--- src/rtl/countdown_pkg.sv ---
// Shared types and helpers for the countdown timer slice.
// Optional feature macro used by this slice: COUNTDOWN_AUTO_RELOAD_EN.
package countdown_pkg;

  typedef enum logic [1:0] {
    IDLE  = 2'd0,
    ARMED = 2'd1,
    RUN   = 2'd2,
    DONE  = 2'd3
  } countdown_state_t;

  localparam int unsigned CD_STATE_W = 2;

  // Prescaler count width; a zero prescale still needs one (constant) bit.
  function automatic int unsigned cd_prescale_width(input int unsigned prescale);
    return (prescale > 0) ? $clog2(prescale + 1) : 1;
  endfunction

endpackage

--- src/rtl/countdown_prescaler.sv ---
// Tick generator: one tick every PRESCALE+1 enabled cycles, restarting on clear.
module countdown_prescaler
  import countdown_pkg::*;
#(
  parameter int unsigned PRESCALE = 0
) (
  input  logic clk,
  input  logic rst,
  input  logic clear,
  input  logic enable,
  output logic tick
);

  localparam int unsigned    PW   = cd_prescale_width(PRESCALE);
  localparam logic [PW-1:0]  LAST = PW'(PRESCALE);

  logic [PW-1:0] cnt_q, cnt_d;

  assign tick = enable && (cnt_q == LAST);

  always_comb begin
    cnt_d = cnt_q;
    if (clear) begin
      cnt_d = '0;
    end else if (enable) begin
      cnt_d = (cnt_q == LAST) ? '0 : cnt_q + PW'(1);
    end
  end

  always_ff @(posedge clk or posedge rst) begin
    if (rst) begin
      cnt_q <= '0;
    end else begin
      cnt_q <= cnt_d;
    end
  end

endmodule

--- src/rtl/countdown_timer.sv ---
// Loadable prescaled down-counter with expiry pulse and sticky under-run flag.
// Define COUNTDOWN_AUTO_RELOAD_EN to reload from the last loaded value on expiry.
module countdown_timer
  import countdown_pkg::*;
#(
  parameter int unsigned COUNTER_MSB = 7,
  parameter int unsigned PRESCALE    = 0
) (
  input  logic                 clk,
  input  logic                 rst,
  input  logic                 load_valid,
  output logic                 load_ready,
  input  logic [COUNTER_MSB:0] load_value,
  input  logic                 start,
  input  logic                 stop,
  output logic [COUNTER_MSB:0] counter,
  output logic                 busy,
  output logic                 expired,
  output logic                 under_run
);

  localparam int unsigned CW = COUNTER_MSB + 1;
  localparam logic [COUNTER_MSB:0] ONE = CW'(1);

  countdown_state_t    state_q, state_d;
  logic [COUNTER_MSB:0] count_q, count_d;
  logic                under_run_q, under_run_d;
  logic                expired_q, expired_d;
`ifdef COUNTDOWN_AUTO_RELOAD_EN
  logic [COUNTER_MSB:0] reload_q, reload_d;
`endif

  logic load_fire;
  logic pre_enable;
  logic tick;

  assign load_fire  = load_valid && load_ready;
  // A stop cycle clears the prescaler, which also discards a coincident tick.
  assign pre_enable = (state_q == RUN) && !stop;

  countdown_prescaler #(
    .PRESCALE (PRESCALE)
  ) u_prescaler (
    .clk    (clk),
    .rst    (rst),
    .clear  (!pre_enable),
    .enable (pre_enable),
    .tick   (tick)
  );

  always_comb begin
    state_d     = state_q;
    count_d     = count_q;
    under_run_d = under_run_q;
    expired_d   = 1'b0;
`ifdef COUNTDOWN_AUTO_RELOAD_EN
    reload_d    = reload_q;
`endif

    if (load_fire) begin
      count_d     = load_value;
      under_run_d = 1'b0;
      state_d     = ARMED;
`ifdef COUNTDOWN_AUTO_RELOAD_EN
      reload_d    = load_value;
`endif
    end else begin
      unique case (state_q)
        ARMED: begin
          if (start) begin
            if (count_q != '0) begin
              state_d = RUN;
            end else begin
              // Starting an empty count is an immediate expiry.
              state_d     = DONE;
              expired_d   = 1'b1;
              under_run_d = 1'b1;
            end
          end
        end
        RUN: begin
          if (stop) begin
            state_d = ARMED;
          end else if (tick) begin
            if (count_q > ONE) begin
              count_d = count_q - ONE;
            end else begin
              expired_d   = 1'b1;
              under_run_d = 1'b1;
`ifdef COUNTDOWN_AUTO_RELOAD_EN
              if (reload_q != '0) begin
                count_d = reload_q;
              end else begin
                count_d = '0;
                state_d = DONE;
              end
`else
              count_d = '0;
              state_d = DONE;
`endif
            end
          end
        end
        IDLE, DONE: begin
          state_d = state_q;
        end
        default: begin
          state_d = IDLE;
        end
      endcase
    end
  end

  always_ff @(posedge clk or posedge rst) begin
    if (rst) begin
      state_q     <= IDLE;
      count_q     <= '0;
      under_run_q <= 1'b0;
      expired_q   <= 1'b0;
`ifdef COUNTDOWN_AUTO_RELOAD_EN
      reload_q    <= '0;
`endif
    end else begin
      state_q     <= state_d;
      count_q     <= count_d;
      under_run_q <= under_run_d;
      expired_q   <= expired_d;
`ifdef COUNTDOWN_AUTO_RELOAD_EN
      reload_q    <= reload_d;
`endif
    end
  end

  assign counter    = count_q;
  assign busy       = (state_q == RUN);
  assign load_ready = (state_q != RUN);
  assign expired    = expired_q;
  assign under_run  = under_run_q;

endmodule

--- config.mk ---
export PLATFORM = sky130hd
export DESIGN_NAME = countdown_timer
export DESIGN_NICKNAME = d
export VERILOG_FILES = /design/src/rtl/countdown_pkg.sv /design/src/rtl/countdown_prescaler.sv /design/src/rtl/countdown_timer.sv
export SDC_FILE = /design/constraint.sdc
export NUM_CORES = 1
export LEC_CHECK = 0
export CORE_MARGIN = 2
export CORE_UTILIZATION = 45
export DETAILED_ROUTE_END_ITERATION = 10
export HOLD_SLACK_MARGIN = 0.15
export PLACE_DENSITY = 0.79
export SYNTH_ARGS = -nofsm -noshare
export SYNTH_HDL_FRONTEND = slang
export SYNTH_SLANG_ARGS = --single-unit
--- constraint.sdc ---
create_clock -name clk -period 3.4 [get_ports clk]
set_clock_uncertainty 0.1 [all_clocks]
set_input_delay 0.68 -clock clk [delete_from_list [all_inputs] [get_ports clk]]
set_output_delay 0.68 -clock clk [all_outputs]
set_load 0.1 [all_outputs]
==> impl_metrics.tcl <==
set metrics [dict create \
    status "completed" \
    p_switching_w 0.0006388 \
    critPathMaxStageDelay_ns 0.40 \
    p_comb_share_pct 66.4 \
    crit_chain "inv_1 > ha_1 > buf_4" \
    grt_use_met3_pct 3.462 \
    drt-total-wl_um 1920 \
    pwr-share-clk_pct 10.6 \
    ctsResizeCount 0 \
    layout.cells.most_common_list "buf_4, dfrtp_1, clkdlybuf4s50_1" \
    fin_area_sq_um 1114 \
    power.density_nw_per_um2 981.7 \
    syn_nets 108 \
    clk_transition_reported_paths_ns 0.08 \
    worst_pin_slew_ns 0.6723 \
    synthesis.area_sq_um 847.1 \
    grt_pass1_wl_um 2911 \
    gp_congestion 0.8419 \
    use_met2_pct 31.62 \
    overflow 0 \
    wire_per_inst_um 13.62 \
    num_vias 778 \
    worstPathMaxFanout 11 \
    grt.busiest_layer "met2" \
    maxCapViolations 0 \
    dpl-instance-area_sq_um 1077 \
    maxSlewViolCount 0 \
    final_layout_size_suffix_gt1_share_pct 20.69 \
    finalHoldViolations 0 \
    cts_made_buffers 3 \
    antenna_left 0 \
    initial_core_util_pct 48.53 \
    cellLeakagePower_nw 0.4604 \
    drt_first_pass_iters 4 \
    clock_latency_ns 0.27 \
    worst-setup-path-type "reg -> out" \
    synth.avg_cell_area_sq_um 9.412 \
    cts_tree "yes" \
    start_kind "flip-flop" \
    ys_seq_area_share_pct 35.45 \
    final_nets 135 \
    placedCellCount 137 \
    cts_hold_buf 0 \
    grt_pass1_vias 685 \
    slowest_stage "dfrtp_1" \
    area_growth_pct 31.46 \
    max_freq_mhz 441.1 \
    routed_via_density 5.518 \
    die_w_um 47.39 \
    r2r_slack_ns 1.40 \
    critical_path.top_delay_family "buffers and inverters" \
    finalSetupViolCount 0 \
    ios 25 \
    die_area_sq_um 2245 \
    antenna_cells 0 \
    grt_start_max_net_pins 13 \
    synthArstFlopShare_pct 100.0 \
    ys_ff_latch 12 \
    cp_num_buf_inv 2 \
    met1_usage_pct 23.89 \
    cts_root_buffer "clkbuf_4" \
    internal_power_w 0.0004544 \
    io_buffers 24 \
    setup_tns_ns 0 \
    crit_arrival_ns 1.49 \
    synth_edf_count 0 \
    cts_setup_buffers 0 \
    rows 15 \
    clock_sinks 12 \
    period_needed_ns 2.267 \
    holdWs_ns 0.4728 \
    synth_ff_type "dfrtp_1" \
    dr.first_iter.drc_count 21 \
    synth-warning-count 0 \
    antenna_found_initial 0 \
    hpwl_um 1451 \
    fin_crit_sh_pct 66.69 \
    mostFrequentLayoutCell "buf_4" \
    sw_frac_of_total_pct 58.43 \
    rsz0062_at_grt "no" \
    fin_cells 141 \
    die_h_um 47.39 \
    gr-usage-all-layers_pct 18.79 \
    hold_class "reg -> reg" \
    irDropWorstVdd_uv 575.9 \
    cts.path.max_buffers 2 \
    p_seq_share_pct 23.0 \
    synth_cell_types 32 \
    core_area_sq_um 1745 \
    htree_levels 1 \
    required_ns 2.62 \
    synth_cells 90 \
    cp-end-kind "output pin" \
    drt_drc_violations_left 0 \
    slew_headroom_pct 54.71 \
]
Yosys cell counts, types with 2 or more instances:
library cell | number | area, sq um
or2_2 | 2 | 12.51
o21ai_0 | 9 | 45.04
inv_1 | 8 | 30.03
ha_1 | 5 | 62.56
xnor2_1 | 3 | 26.28
nor2_1 | 6 | 22.52
xor2_1 | 2 | 17.52
a22oi_1 | 5 | 37.54
nor2b_1 | 3 | 18.77
o31ai_1 | 2 | 15.01
nor3b_1 | 2 | 15.01
a21oi_1 | 3 | 15.01
nand2_1 | 5 | 18.77
dfrtp_1 | 12 | 300.3
clkbuf_1 | 2 | 7.510
or3_1 | 5 | 31.28
final timing paths:
path,endpoint,cells past startpoint,start
max,busy,3,state_q[0]
min,under_run,2,under_run
max reg2reg,under_run,6,state_q[0]
min reg2reg,under_run,2,under_run
max in group asynchronous,counter[1],2,rst
min in group asynchronous,expired,2,rst
cell families (layout without fill, tap and decap cells):
group / Yosys count / count (layout) / synth area share, %
simple gates: 30 / 30 / 21.57
compound gates: 27 / 27 / 24.67
flops: 12 / 12 / 35.45
buf+inv: 11 / 37 / 5.761
fa+ha+maj: 5 / 5 / 7.386
xor+xnor: 5 / 5 / 5.171
per-layer routing:
metal	routed length [um]	share of wire [%]	vias up
met5	0	0	-
met3	106	5.5	5
met2	880	46	25
li1	-	-	381
met1	902	47	367
met4	31	1.6	0
through the flow:
step	power (W)	worst slack, ns	util (%)
final	0.001093	1.133	63.80
after global placement	0.0009686	1.031	61.72
after global routing	0.001153	1.073	63.80
after floorplan	0.0008359	0.6446	-
after CTS	0.001100	1.148	63.80
after detailed placement	0.0009807	0.9891	61.72
flip-flops by register name, indices dropped and copies added, names as in the netlist:
signal	cells
counter	8
state_q	2
expired	1
under_run	1
power groups by stage:
| stage | registers (W) | logic [W] | clock network (W) |
|---|---|---|---|
| 6_report | 0.000251 | 0.000726 | 0.000116 |
| 5_1_grt | 0.000261 | 0.000768 | 0.000124 |
| 4_1_cts | 0.000252 | 0.000730 | 0.000118 |
| 3_5_place_dp | 0.000254 | 0.000726 | 0 |
| 3_3_place_gp | 0.000252 | 0.000717 | 0 |
| 2_1_floorplan | 0.000516 | 0.000320 | 0 |
worst min-delay path: cells and delay by family, from the launching register on:
family	cells	cell delay [ns]
AOI/OAI and AO/OA	1	0.08
DFF	1	0.40
buffers and inverters	1	0.06
area by class of cell:
cell class,instances,area [sq um]
clock buffers,4,36.28
multi-input cells,67,498.0
flip-flops and latches,12,300.3
fillers,160,631.9
inverters,8,30.03
repair buffers,25,217.7
well taps,25,31.28
Note: power is estimated with default switching activity, not from simulation.
